===== config.mk =====
export PLATFORM = sky130hd
export DESIGN_NAME = psg_voice_engine
export DESIGN_NICKNAME = d
export VERILOG_FILES = /design/src/rtl/psg_voice_engine.sv
export SDC_FILE = /design/constraint.sdc
export NUM_CORES = 1
export LEC_CHECK = 0
export ABC_AREA = 1
export CORE_ASPECT_RATIO = 0.6
export CORE_MARGIN = 5
export CORE_UTILIZATION = 35
export CTS_BUF_LIST = sky130_fd_sc_hd__clkbuf_4
export CTS_CLUSTER_DIAMETER = 30
export CTS_CLUSTER_SIZE = 14
export DETAILED_ROUTE_END_ITERATION = 12
export HOLD_SLACK_MARGIN = 0.05
export PLACE_DENSITY_LB_ADDON = 0.25
export SYNTH_ARGS = -nofsm -noshare
export SYNTH_HDL_FRONTEND = slang
export SYNTH_SLANG_ARGS = --single-unit

===== constraint.sdc =====
create_clock -name clk_i -period 13.9 [get_ports clk_i]
set_clock_uncertainty 0.1 [all_clocks]
set_input_delay 2.78 -clock clk_i [delete_from_list [all_inputs] [get_ports clk_i]]
set_output_delay 2.78 -clock clk_i [all_outputs]
set_load 0.03 [all_outputs]

===== src/rtl/psg_voice_engine.sv =====
// psg_voice_engine: 16-voice PSG mixer that walks the attribute RAM once per frame
// and produces a signed stereo sample 17 clocks after each frame strobe.
module psg_voice_engine (
  input  logic               clk_i,
  input  logic               rst_n_i,
  input  logic               next_sample_i,
  output logic [3:0]         attr_rd_addr_o,
  input  logic [31:0]        attr_rd_data_i,
  output logic signed [15:0] left_o,
  output logic signed [15:0] right_o,
  output logic               valid_o,
  output logic               busy_o
);
  localparam logic [0:0] IDLE = 1'b0;
  localparam logic [0:0] RUN  = 1'b1;
  logic [0:0]         state;
  logic [4:0]         cnt;
  logic [15:0]        lfsr;
  logic [16:0]        phase [16];
  logic signed [15:0] acc_l, acc_r;
  logic [15:0]        freq;
  logic [5:0]         vol, pw, samp, tri_s;
  logic [1:0]         wave;
  logic [3:0]         vidx;
  logic [16:0]        ph;
  logic signed [15:0] sc, vol_s, contrib, nl, nr;
  assign busy_o = state == RUN;
  assign freq   = attr_rd_data_i[15:0];
  assign vol    = attr_rd_data_i[21:16];
  assign pw     = attr_rd_data_i[29:24];
  assign wave   = attr_rd_data_i[31:30];
  // cnt holds the number of edges since the strobe; the voice consumed now was addressed two edges ago
  assign vidx   = cnt[3:0] - 4'd1;
  assign ph     = phase[vidx];
  assign tri_s  = ph[16] ? ~ph[15:10] : ph[15:10];
  assign samp   = wave == 2'd0 ? ((ph[16:10] < {pw, 1'b0}) ? 6'd63 : 6'd0) :
                  wave == 2'd1 ? ph[16:11] :
                  wave == 2'd2 ? tri_s : lfsr[5:0];
  assign sc      = {10'd0, samp} - 16'sd32;
  assign vol_s   = {10'd0, vol};
  assign contrib = sc * vol_s;
  assign nl      = acc_l + (attr_rd_data_i[22] ? contrib : 16'sd0);
  assign nr      = acc_r + (attr_rd_data_i[23] ? contrib : 16'sd0);
  always_ff @(posedge clk_i or negedge rst_n_i) begin
    if (!rst_n_i) begin
      state          <= IDLE;
      cnt            <= '0;
      attr_rd_addr_o <= '0;
      left_o         <= '0;
      right_o        <= '0;
      valid_o        <= 1'b0;
      acc_l          <= '0;
      acc_r          <= '0;
      lfsr           <= 16'h0001;
      for (int i = 0; i < 16; i++) phase[i] <= '0;
    end else begin
      valid_o <= 1'b0;
      if (state == IDLE) begin
        if (next_sample_i) begin
          state          <= RUN;
          cnt            <= '0;
          attr_rd_addr_o <= '0;
          acc_l          <= '0;
          acc_r          <= '0;
        end
      end else begin
        lfsr           <= {lfsr[14:0], lfsr[15] ^ lfsr[13] ^ lfsr[12] ^ lfsr[10]};
        cnt            <= cnt + 5'd1;
        attr_rd_addr_o <= attr_rd_addr_o == 4'd15 ? attr_rd_addr_o : attr_rd_addr_o + 4'd1;
        if (cnt != 5'd0) begin
          phase[vidx] <= ph + {1'b0, freq};
          acc_l       <= nl;
          acc_r       <= nr;
        end
        if (cnt == 5'd16) begin
          left_o  <= nl;
          right_o <= nr;
          valid_o <= 1'b1;
          state   <= IDLE;
        end
      end
    end
  end
endmodule


==> metrics list, run 1 <==
- The flow ran to the end, and the final reports show no timing, DRC or antenna violations.
- The tree built by TritonCTS fans out to 363 sinks.
- Maximum number of pins on one net before global-route repair: 93
* Yosys cell types: 49
- Hold Crit Depth: 2
* Final setup slack of the worst path: 3.185 ns
- Hold buffers post-CTS: 0
- Counting the buffers created by CTS gives 77.
* Final Max Slew Viols: 0
- TritonCTS built the clock tree.
- Effective utilization at floorplan: 35.51%
* Critical path arrival: 11.32 ns
- After synthesis, the largest area contributor takes up 45.49% of total cell area.
- Clock-pin slew was measured on the worst setup and hold paths at 0.10 ns.
- Shortest clock period the worst path allows after layout: 10.72 ns
- In this run the number of cells on the critical path is 48.
- For the pin with the worst max-slew slack, the measured transition is 1.165 ns.
- Hold timing on the final database bottoms out at a slack of 0.3765 ns.
- The net count of the finished layout is 2706.
- Summing the sequential cell areas from Yosys gives 45.62% of the chip area.
* Leading register cell type out of synthesis: dfrtp_1
- The critical path contains buffers and inverters numbering 9 combined.
- In the routed layout, each cell is associated on average with a via count of 5.108.
* Buffer count from post-CTS setup fixing: 0
- Cell types with the highest counts after synthesis: 794 x nand2_1, 362 x dfrtp_1, 308 x o21ai_0, 228 x inv_1, 150 x a21oi_1
* CORE AREA: 56080 sq um
- Summed over all nets, the half-perimeter wirelength after detailed placement is 41.51 mm.
- In this design, the stage delay of the slowest critical-path cell is 0.77 ns.
- Broken down by cell family, the worst path's largest delay share belongs to adder cells.
- Post-place setup slack: 3.264 ns
- For the final routed database, the setup TNS stands at 0 ns.
- Once detail routing completed, the nets flagged for antenna violations numbered 0.
- In the global route stage, overall resource usage came out at 18.98%.
* Hold_sp: phase[2]$_DFFE_PN0P_
* Violation count after the first detailed-routing iteration: 1685
* Cell mode on critical path: nand2_1
* Count of cells resized by post-cts repair: 0
- Floorplan die width: 318.0 microns
- Post-synthesis cell count: 2494
- Die height: 194.8 microns
- 1st-pass router iterations: 5
- Cells with a size suffix above 1 make up 7.607% of the layout.
- For this run, design rule violations remaining after detail routing come to 0.
- The path with the worst hold slack has its endpoint at phase[2]$_DFFE_PN0P_.
- Summed over all layers, the routed wires come to 60.04 mm.
- Critical-path cell with the highest stage delay: inv_2
- Mean instance size in the synthesized netlist: 7.985 sq um
- Timing would allow up to 93.32 MHz.
* Maximum buffer depth of the clock tree: 3
- Setup repair after global routing left no endpoint under its margin.
- Met1 wire length: 31.09 mm
- Area grow syn2layout: 13.69%
- Via count of the first global-routing pass: 15980
* Placement row count: 67
- STA classifies the critical path endpoint as a flip-flop.
- After layout, the worst path uses 77.09% of the clock period.
- Port buffering added 72 buffers.
- Synth Cell Area: 19920 sq um
* Post-synth EDFFs: 0
- In this run the critical register-to-register path is launched from cnt[0]$_DFFE_PN0P_.
- Global-route wire length before repair: 93.76 mm
- Post-synth net total: 2646
- The worst register-to-register path has a setup slack of 3.18 ns.
- Worst reg-to-reg path cell count: 48
- Highest metal layer used by the detailed router: met4
* H-tree level count: 3
* Metal2 WL: 23.15 mm
- The final route contains 17260 vias.
- Proportion of synthesized flip-flops having asynchronous set or reset: 100.0%
- Number of setup violations in the final report: 0
- Clock root buffer master: clkbuf_4
- After synthesis the netlist holds a flip-flop and latch count of 363.
- Kind of start point of the critical path: flip-flop
- Required @ worst endpoint: 14.51 ns
- Largest fanout on the critical path: 50
- Cell with the most instances after synthesis: nand2_1
- Initial antenna violation count: 2
- GPL Wtd Cong: 0.8907
* Grt total ovfl: 0
- The synthesized design spends more area on one cell type than any other, namely dfrtp_1.
- Top cells by area, synth: dfrtp_1 45%, nand2_1 15%, o21ai_0 7.7%
* Start-to-end type of the worst setup path: reg2reg
* Detailed-routed wire length on met3: 4.707 mm
* Max-cap viol count: 0
- RR Endpoint: left_o[15]$_DFFE_PN0P_
- Yosys printed 0 warnings.
- Routed len/inst: 17.77 microns
- The hold violation count in the final report is 0.
* Top Ports: 73
- The worst pin sits at a relative slew slack of 22.03%.
* HP Class: reg2reg
- Clock latency on the worst-skew pair, taken at its later pin, is 0.85 ns.
- The floorplan step defined a die boundary enclosing 61930 sq um.
-- layer usage --
metal  global-route usage [%]  up-vias
met4                    4.233        0
met3                    4.304       88
li1                         -     8276
met1                    31.12     8312
met5                        0        -
met2                    24.77      585
-- tightest hold or removal path: cells and delay by family (launching register included) --
family           cells  cell delay [ns]
DFF                  1             0.35
and+or+nand+nor      2             0.10
-- state kept, by name (all words and copies together), names as in the netlist --
signal	flops
phase	272
acc_l	16
left_o	16
busy_o	1
right_o	16
cnt	5
attr_rd_addr_o	4
acc_r	16
lfsr	16
valid_o	1
-- metrics by stage --
step           instances  utilization (%)  cell area, sq um
2_1_floorplan       2494                -             19920
3_5_place_dp        3234            38.10             21370
6_report            3379            40.37             22640
3_3_place_gp        3234            38.10             21370
5_1_grt             3379            40.37             22640
4_1_cts             3375            40.35             22630
-- placed cells by master (no fill, tap or decap), drive strengths merged, types with 2 or more instances in the layout --
cell and n:
nand2 797, dfrtp 362, o21ai 310, inv 242, a21oi 150, nor2 111, nand3 107, ha 88
clkbuf 88, clkdlybuf4s50 71, xor2 40, buf 33, fa 29, clkinv 29, a32o 19, a22oi 16
a22o 16, xnor2 16, clkinvlp 13, bufinv 11, nor3 10, o22ai 10, a221oi 9, o211ai 5
a31oi 5, o21bai 5, diode 4, a21o 4, nand4 4, o21a 4, a211oi 3, or2 2
-- worst max path at each step --
stage	start	end	slack, ns
2_1_floorplan	cnt[0]$_DFFE_PN0P_	left_o[15]$_DFFE_PN0P_	4.90
3_3_place_gp	cnt[0]$_DFFE_PN0P_	right_o[15]$_DFFE_PN0P_	3.50
3_5_place_dp	cnt[0]$_DFFE_PN0P_	left_o[15]$_DFFE_PN0P_	3.26
4_1_cts	cnt[0]$_DFFE_PN0P_	left_o[15]$_DFFE_PN0P_	3.25
5_1_grt	cnt[0]$_DFFE_PN0P_	left_o[15]$_DFFE_PN0P_	2.36
6_report	cnt[0]$_DFFE_PN0P_	left_o[15]$_DFFE_PN0P_	3.18
-- area by class of cell --
type,instances,area [sq um]
clock buffer,88,660.6
antenna,4,10.01
inverter,242,915.9
timing repair buffer,104,965.9
clock inverter,53,603.1
sequential,363,9089
multi-input combinational,1766,9448
fill,5619,33440
tap,759,949.7
-- logic make-up (layout without fill, tap and decap cells) --
kind of cell,Yosys count,count (layout),share of synthesized area (%)
simple gates,1032,1032,20.53
buf+inv,365,487,7.124
mux,1,1,0.05026
other cells,0,4,0
xor+xnor,56,56,2.595
compound gates,560,560,15.64
fa+ha+maj,117,117,8.444
flops,363,363,45.62
Power of run 1 is not shown: default switching activity piles up to over one toggle a cycle in this logic, so the estimate is an artifact.
==> inputs of run 2 (changes only) <==
Clock period 13.9 ns to 10.8 ns, I/O delays scaled along.
==> run 2 against run 1 <==
  * Critical path depth fell by 1
  * Register-to-register slack got worse by 2.0 ns
  * First-iteration DRC count grew 16%
  * Fmax up 11%
==> metrics list, run 2 (synthesis gave the netlist of run 1 again) <==
* Run status: finished clean
- The residual DRC count is 0 (unchanged).
- The arrival time at the worst endpoint came to 10.19 ns (-1.13 ns).
- Clk slew on worst S/H paths: 0.08 ns (-0.02 ns)
- Floorplan die width: 318.0 microns (unchanged)
* Worst hold path endpoint: phase[70]$_DFFE_PN0P_
* Die height: 194.8 microns (unchanged)
* Shortest clock period the worst path allows after layout: 9.646 ns (-1.069 ns)
- The count of nets left with antenna violations after detail routing was 0 (unchanged).
- The number of violations of the max-capacitance limit came to 0 (unchanged).
* Via count of the first global-routing pass: 16590 (+3.8%)
- The depth of the worst register-to-register path is 47 (-2.1%).
* Number of inserted filler cells in the final layout: 5675 (+1.0%)
- The hold violation count in the final report came to 0 (unchanged).
- All-Layer GR Usage: 19.07% (+0.093 points)
- Violation count after the first detailed-routing iteration: 1947 (+16%)
* Biggest register: phase
- Grt total ovfl: 0 (unchanged)
- The worst setup path is captured at a flip-flop.
- The vias after detailed routing came to 17210 (-0.31%).
- The actual transition at the worst max-transition pin came to 1.162 ns (-0.002827 ns).
* Count of cells resized by post-cts repair: 0 (unchanged)
- RR Endpoint: left_o[15]$_DFFE_PN0P_
- Hold buffers post-CTS: 0 (unchanged)
- The root buffer cell chosen for the clock tree is clkbuf_4.
- Max transition margin: 22.44% (+0.41 points)
* Most common cell after layout, fill and taps aside: nand2_1
* Hold Crit Depth: 2 (unchanged)
- The final period utilization came to 89.32% (+12 points).
- The post-CTS setup buffer count was 0 (unchanged).
- In this design, the critical path's most frequently occurring cell is nand2_1.
* Setup slack of the worst register-to-register path: 1.15 ns (-2.03 ns)
* CORE AREA: 56080 sq um (unchanged)
- Number of I/O port buffers: 72 (unchanged)
- The largest fanout on the critical path came to 49 (-2.0%).
- The delay contributed by the slowest stage of the critical path was 0.64 ns (-0.13 ns).
- The highest layer touched by signal routing is met4.
- The starting density of the core is 35.51% (unchanged).
* Commonest cells after routing, fill and taps aside: 794 x nand2_1, 361 x dfrtp_1, 308 x o21ai_0, 228 x inv_1, 149 x a21oi_1
* Worst-Skew Late Latency: 0.79 ns (-0.06 ns)
* Start-to-end type of the worst setup path: reg2reg
* Top Ports: 73 (unchanged)
- Number of setup violations in the final report: 0 (unchanged)
- The layout overhead on the synthesized area is 13.62% (about the same).
- The count of nets after finishing is 2707 (+0.037%).
* TritonCTS Buffers: 75 (-2.6%)
* Metal2 WL: 23.09 mm (-0.26%)
- Maximum number of pins on one net before global-route repair: 114 (+23%)
* Kind of start point of the critical path: flip-flop
* Maximum clock rate: 103.7 MHz (+11%)
* Fraction of layout cells with a size suffix above 1: 7.686% (+0.079 points)
- The via density per instance is 5.097 (-0.22%).
- The per-cell routed wire length was 17.62 microns (-0.82%).
- The met1 wire length came to 30.40 mm (-2.2%).
- TritonCTS built the clock tree.
* GPL Wtd Cong: 0.9091 (+2.1%)
- Final Max Slew Viols: 0 (unchanged)
- The hold slack is 0.3762 ns (-0.0003160 ns).
- Global-route wire length before repair: 95.19 mm (+1.5%)
- Hold_sp: phase[70]$_DFFE_PN0P_
- The maximum level of the CTS H-tree was 3 (unchanged).
* Detailed-placement wirelength estimate: 41.29 mm (-0.54%)
- Required @ worst endpoint: 11.35 ns (-3.16 ns)
* Placement row count: 67 (unchanged)
- The CTS sink count is 363 (unchanged).
- Total die area: 61930 sq um (unchanged)
* Maximum buffer depth of the clock tree: 3 (unchanged)
* Final-layout setup total negative slack: 0 ns (unchanged)
- Largest register FFs: 272 (unchanged)
- HP Class: reg2reg
- 1st-pass router iterations: 7 (+2)
* Final setup slack of the worst path: 1.154 ns (-2.031 ns)
* Initial antenna violation count: 1 (-1)
- On the critical path, the stage with the largest delay is an instance of dfrtp_4.
- The total length of routed wires came to 59.49 mm (-0.91%).
- Post-place setup slack: 1.289 ns (-1.976 ns)
* Setup repair after global routing missed its margin: no
* Worst reg2reg path startpoint: cnt[0]$_DFFE_PN0P_
- The met3 wire length came to 5.122 mm (+8.8%).
==> run 2: changes by cell type in the layout (fill, tap and decap cells not counted) <==
cell        change
buf_4           +2
clkbuf_4        -3
bufinv_16       -1
buf_12          +1
clkinv_2        +1
clkinv_1        -3
inv_6           +3
clkinvlp_4      -2
inv_2           +1
diode_2         -2
==> run 2: cell type report <==
| cell class | count | area (sq um) | area share (%) |
|---|---|---|---|
| tap | 759 | 949.7 | 4.197 |
| clock inverter | 52 | 581.8 | 2.571 |
| sequential | 363 | 9089 | 40.17 |
| timing repair buffer | 107 | 1001 | 4.424 |
| inverter | 242 | 915.9 | 4.048 |
| clock buffer | 85 | 638.1 | 2.820 |
| multi-input combinational | 1766 | 9448 | 41.75 |
| antenna | 2 | 5.005 | 0.02212 |
==> run 2: critical path: cells and delay by family, from the launching register on <==
family	cells	cell delay [ns]
AO/OA/AOI/OAI	8	1.66
XOR/XNOR	1	0.36
adder cells (fa/ha/maj)	7	2.85
buffers and inverters	8	1.40
flip-flops	1	0.64
AND/OR/NAND/NOR	23	2.54
==> run 2: routing by layer <==
metal / vias up / GRT usage, %
met4: 0 / 4.201
met1: 8266 / 30.23
li1: 8270 / -
met3: 79 / 5.240
met5: - / 0
met2: 592 / 25.45
==> run 2: worst max-delay path by stage <==
stage / start / cells after the start / endpoint / slack (ns)
2_1_floorplan: cnt[0]$_DFFE_PN0P_ / 54 / left_o[15]$_DFFE_PN0P_ / 1.80
3_3_place_gp: attr_rd_data_i[27] / 39 / right_o[15]$_DFFE_PN0P_ / 1.45
3_5_place_dp: cnt[0]$_DFFE_PN0P_ / 47 / left_o[15]$_DFFE_PN0P_ / 1.29
4_1_cts: cnt[0]$_DFFE_PN0P_ / 47 / left_o[15]$_DFFE_PN0P_ / 1.27
5_1_grt: cnt[0]$_DFFE_PN0P_ / 47 / left_o[14]$_DFFE_PN0P_ / 0.43
6_report: cnt[0]$_DFFE_PN0P_ / 47 / left_o[15]$_DFFE_PN0P_ / 1.15
==> run 2: stage by stage <==
step / area, sq um / util [%] / std cells
final: 22630 / 40.35 / 3376
after global routing: 22630 / 40.34 / 3375
after CTS: 22620 / 40.34 / 3374
after detailed placement: 21400 / 38.16 / 3237
after global placement: 21400 / 38.16 / 3237
after floorplan: 19920 / - / 2494
Power of run 2 is left out for the same reason.
==> inputs of run 3 (changes only) <==
Clock period 10.8 ns to 11.75 ns, I/O delays scaled along.
==> run 3 against run 2 <==
  * Sequential cell count unchanged
  * Routed wire length increased by 0.58%
  * Clock-buffer cell count decreased by 6
  * Worst hold slack about the same
  * Worst setup slack improved by 0.75 ns
  * Cell count about the same
  * Cell area about the same
  * Die area unchanged
  * Non-clock buffer count decreased by 4
  * Sequential share of layout area about the same
  * Critical path depth increased by 1
==> metrics list, run 3 (synthesis gave the netlist of run 1 again) <==
* Crit-path leading delay family: adder cells
- Top Ports: 73 (unchanged)
* Final-report hold violation count: 0 (unchanged)
* Biggest cell delay along the critical path: 0.60 ns (-0.04 ns)
- Die height: 194.8 microns (unchanged)
- The flop-to-flop setup slack was 1.90 ns (+0.75 ns).
* Placement row count: 67 (unchanged)
* Cell mode on critical path: nand2_1
- The number of global-route vias before repair was 16460 (-0.80%).
- Total Routed Length: 59.83 mm (+0.58%)
- The count of buffering cells on the critical path with inverters included came to 9 (+1).
* Area grow syn2layout: 13.61% (about the same)
* Layout Nets: 2702 (-0.18%)
- Largest fanout on the critical path: 38 (-22%)
* Average vias per placed instance: 5.061 (-0.70%)
- The setup total negative slack is 0 ns (unchanged).
- RR Endpoint: right_o[15]$_DFFE_PN0P_
* Detailed-placement wirelength estimate: 41.42 mm (+0.32%)
- Critical Path End Type: flip-flop
- Critical-path cell with the highest stage delay: dfrtp_4
* TritonCTS Buffers: 74 (-1.3%)
* Launch point of the critical path: cnt[0]$_DFFE_PN0P_
- The number of violations of the max-capacitance limit came to 0 (unchanged).
- Clk slew on worst S/H paths: 0.09 ns (about the same)
- Shortest clock period the worst path allows after layout: 9.850 ns (+0.2037 ns)
- Worst reg-to-reg path cell count: 48 (+2.1%)
- Worst-margin pin slew: 1.194 ns (+0.03136 ns)
- The library cell used most frequently in the layout, excluding fill and tap cells, is nand2_1.
* Final core area utilization: 40.34% (about the same)
- The per-cell routed wire length came to 17.74 microns (+0.67%).
- The area inside the core boundary was 56080 sq um (unchanged).
* Start-to-end type of the worst setup path: reg2reg
* Worst reg2reg path startpoint: cnt[0]$_DFFE_PN0P_
* Number of I/O port buffers: 72 (unchanged)
- 1st-pass router iterations: 5 (-2)
- CTS tree: done
* End of the critical path: right_o[15]$_DFFE_PN0P_
- The number of slew-limit violations in the final report was 0 (unchanged).
- The pin count of the biggest net entering global routing was 104 (-8.8%).
- Count of cells resized by post-cts repair: 0 (unchanged)
* Violation count after the first detailed-routing iteration: 1628 (-16%)
- Critical path arrival: 10.47 ns (+0.28 ns)
* H-tree level count: 3 (unchanged)
* Count of nets left with antenna violations after detail routing: 0 (unchanged)
- GPL Wtd Cong: 0.8941 (-1.6%)
- Grt total ovfl: 0 (unchanged)
* Total number of cells along the worst setup path: 48 (+2.1%)
* Worst-Skew Late Latency: 0.85 ns (+0.06 ns)
- The critical path required time is 12.37 ns (+1.02 ns).
- The share of post-route cells with drive strength above 1 came to 7.129% (-0.56 points).
* All-Layer GR Usage: 19.33% (+0.26 points)
- The starting density of the core was 35.51% (unchanged).
- Maximum buffer depth of the clock tree: 3 (unchanged)
* Setup repair after global routing missed its margin: no
- The overall die width came to 318.0 microns (unchanged).
- The number of antenna violations at the first check in global routing came to 2 (+1).
- STA classifies the critical path startpoint as a flip-flop.
* Run status: finished clean
* Buffer count from post-CTS setup fixing: 0 (unchanged)
- Number of setup violations in the final report: 0 (unchanged)
- Commonest cells after routing, fill and taps aside: 794 x nand2_1, 361 x dfrtp_1, 308 x o21ai_0, 228 x inv_1, 149 x a21oi_1
- Post-route clock period utilization: 83.83% (-5.5 points)
- Hold buffers post-CTS: 0 (unchanged)
- HP Class: reg2reg
* Maximum clock rate: 101.5 MHz (-2.1%)
- The number of flip-flops under the largest register name came to 272 (unchanged).
* Global-route wire length before repair: 95.40 mm (+0.22%)
- Hold_sp: phase[0]$_DFFE_PN0P_
- The normalized max-slew margin came to 20.35% (-2.1 points).
- TritonCTS Sinks: 363 (unchanged)
* Clock root buffer master: clkbuf_4
* Total die area: 61930 sq um (unchanged)
- The vias after detailed routing was 17070 (-0.79%).
* DRC violations left: 0 (unchanged)
- phase holds more flip-flops than any other register.
-- run 3: layout make-up --
type,count,area (sq um)
clock buffer,79,593.1
tap,759,949.7
timing repair buffer,103,970.9
multi-input combinational,1766,9453
antenna,5,12.51
inverter,242,915.9
fill,5703,33460
sequential,363,9089
clock inverter,56,641.9
-- run 3: metal layers --
layer	track usage, %	part of all wire [%]
met2	25.09	38
met5	0	0
met3	5.208	7.7
met4	4.917	2.1
met1	31.02	53
-- run 3: worst min-delay path by stage --
stage / end / depth (start not counted)
after global placement: phase[4]$_DFFE_PN0P_ / 2
final: phase[0]$_DFFE_PN0P_ / 2
after CTS: phase[140]$_DFFE_PN0P_ / 2
after detailed placement: phase[4]$_DFFE_PN0P_ / 2
after global routing: phase[140]$_DFFE_PN0P_ / 2
after floorplan: phase[4]$_DFFE_PN0P_ / 2
-- run 3: through the flow --
stage          std cells  hold slack, ns  area [sq um]  worst slack [ns]
6_report            3373          0.3764         22630             1.900
5_1_grt             3372          0.3969         22620             1.213
4_1_cts             3368          0.3799         22610             1.976
3_5_place_dp        3233          0.3586         21380             2.056
3_3_place_gp        3233          0.3499         21380             2.146
2_1_floorplan       2494          0.3366         19920             2.752
-- run 3: worst min-delay path, cell delays in order, from the launching register on --
cell	delay [ns]
dfrtp_1	0.35
nand2_1	0.05
nand2_1	0.05
Power of run 3 is left out for the same reason.
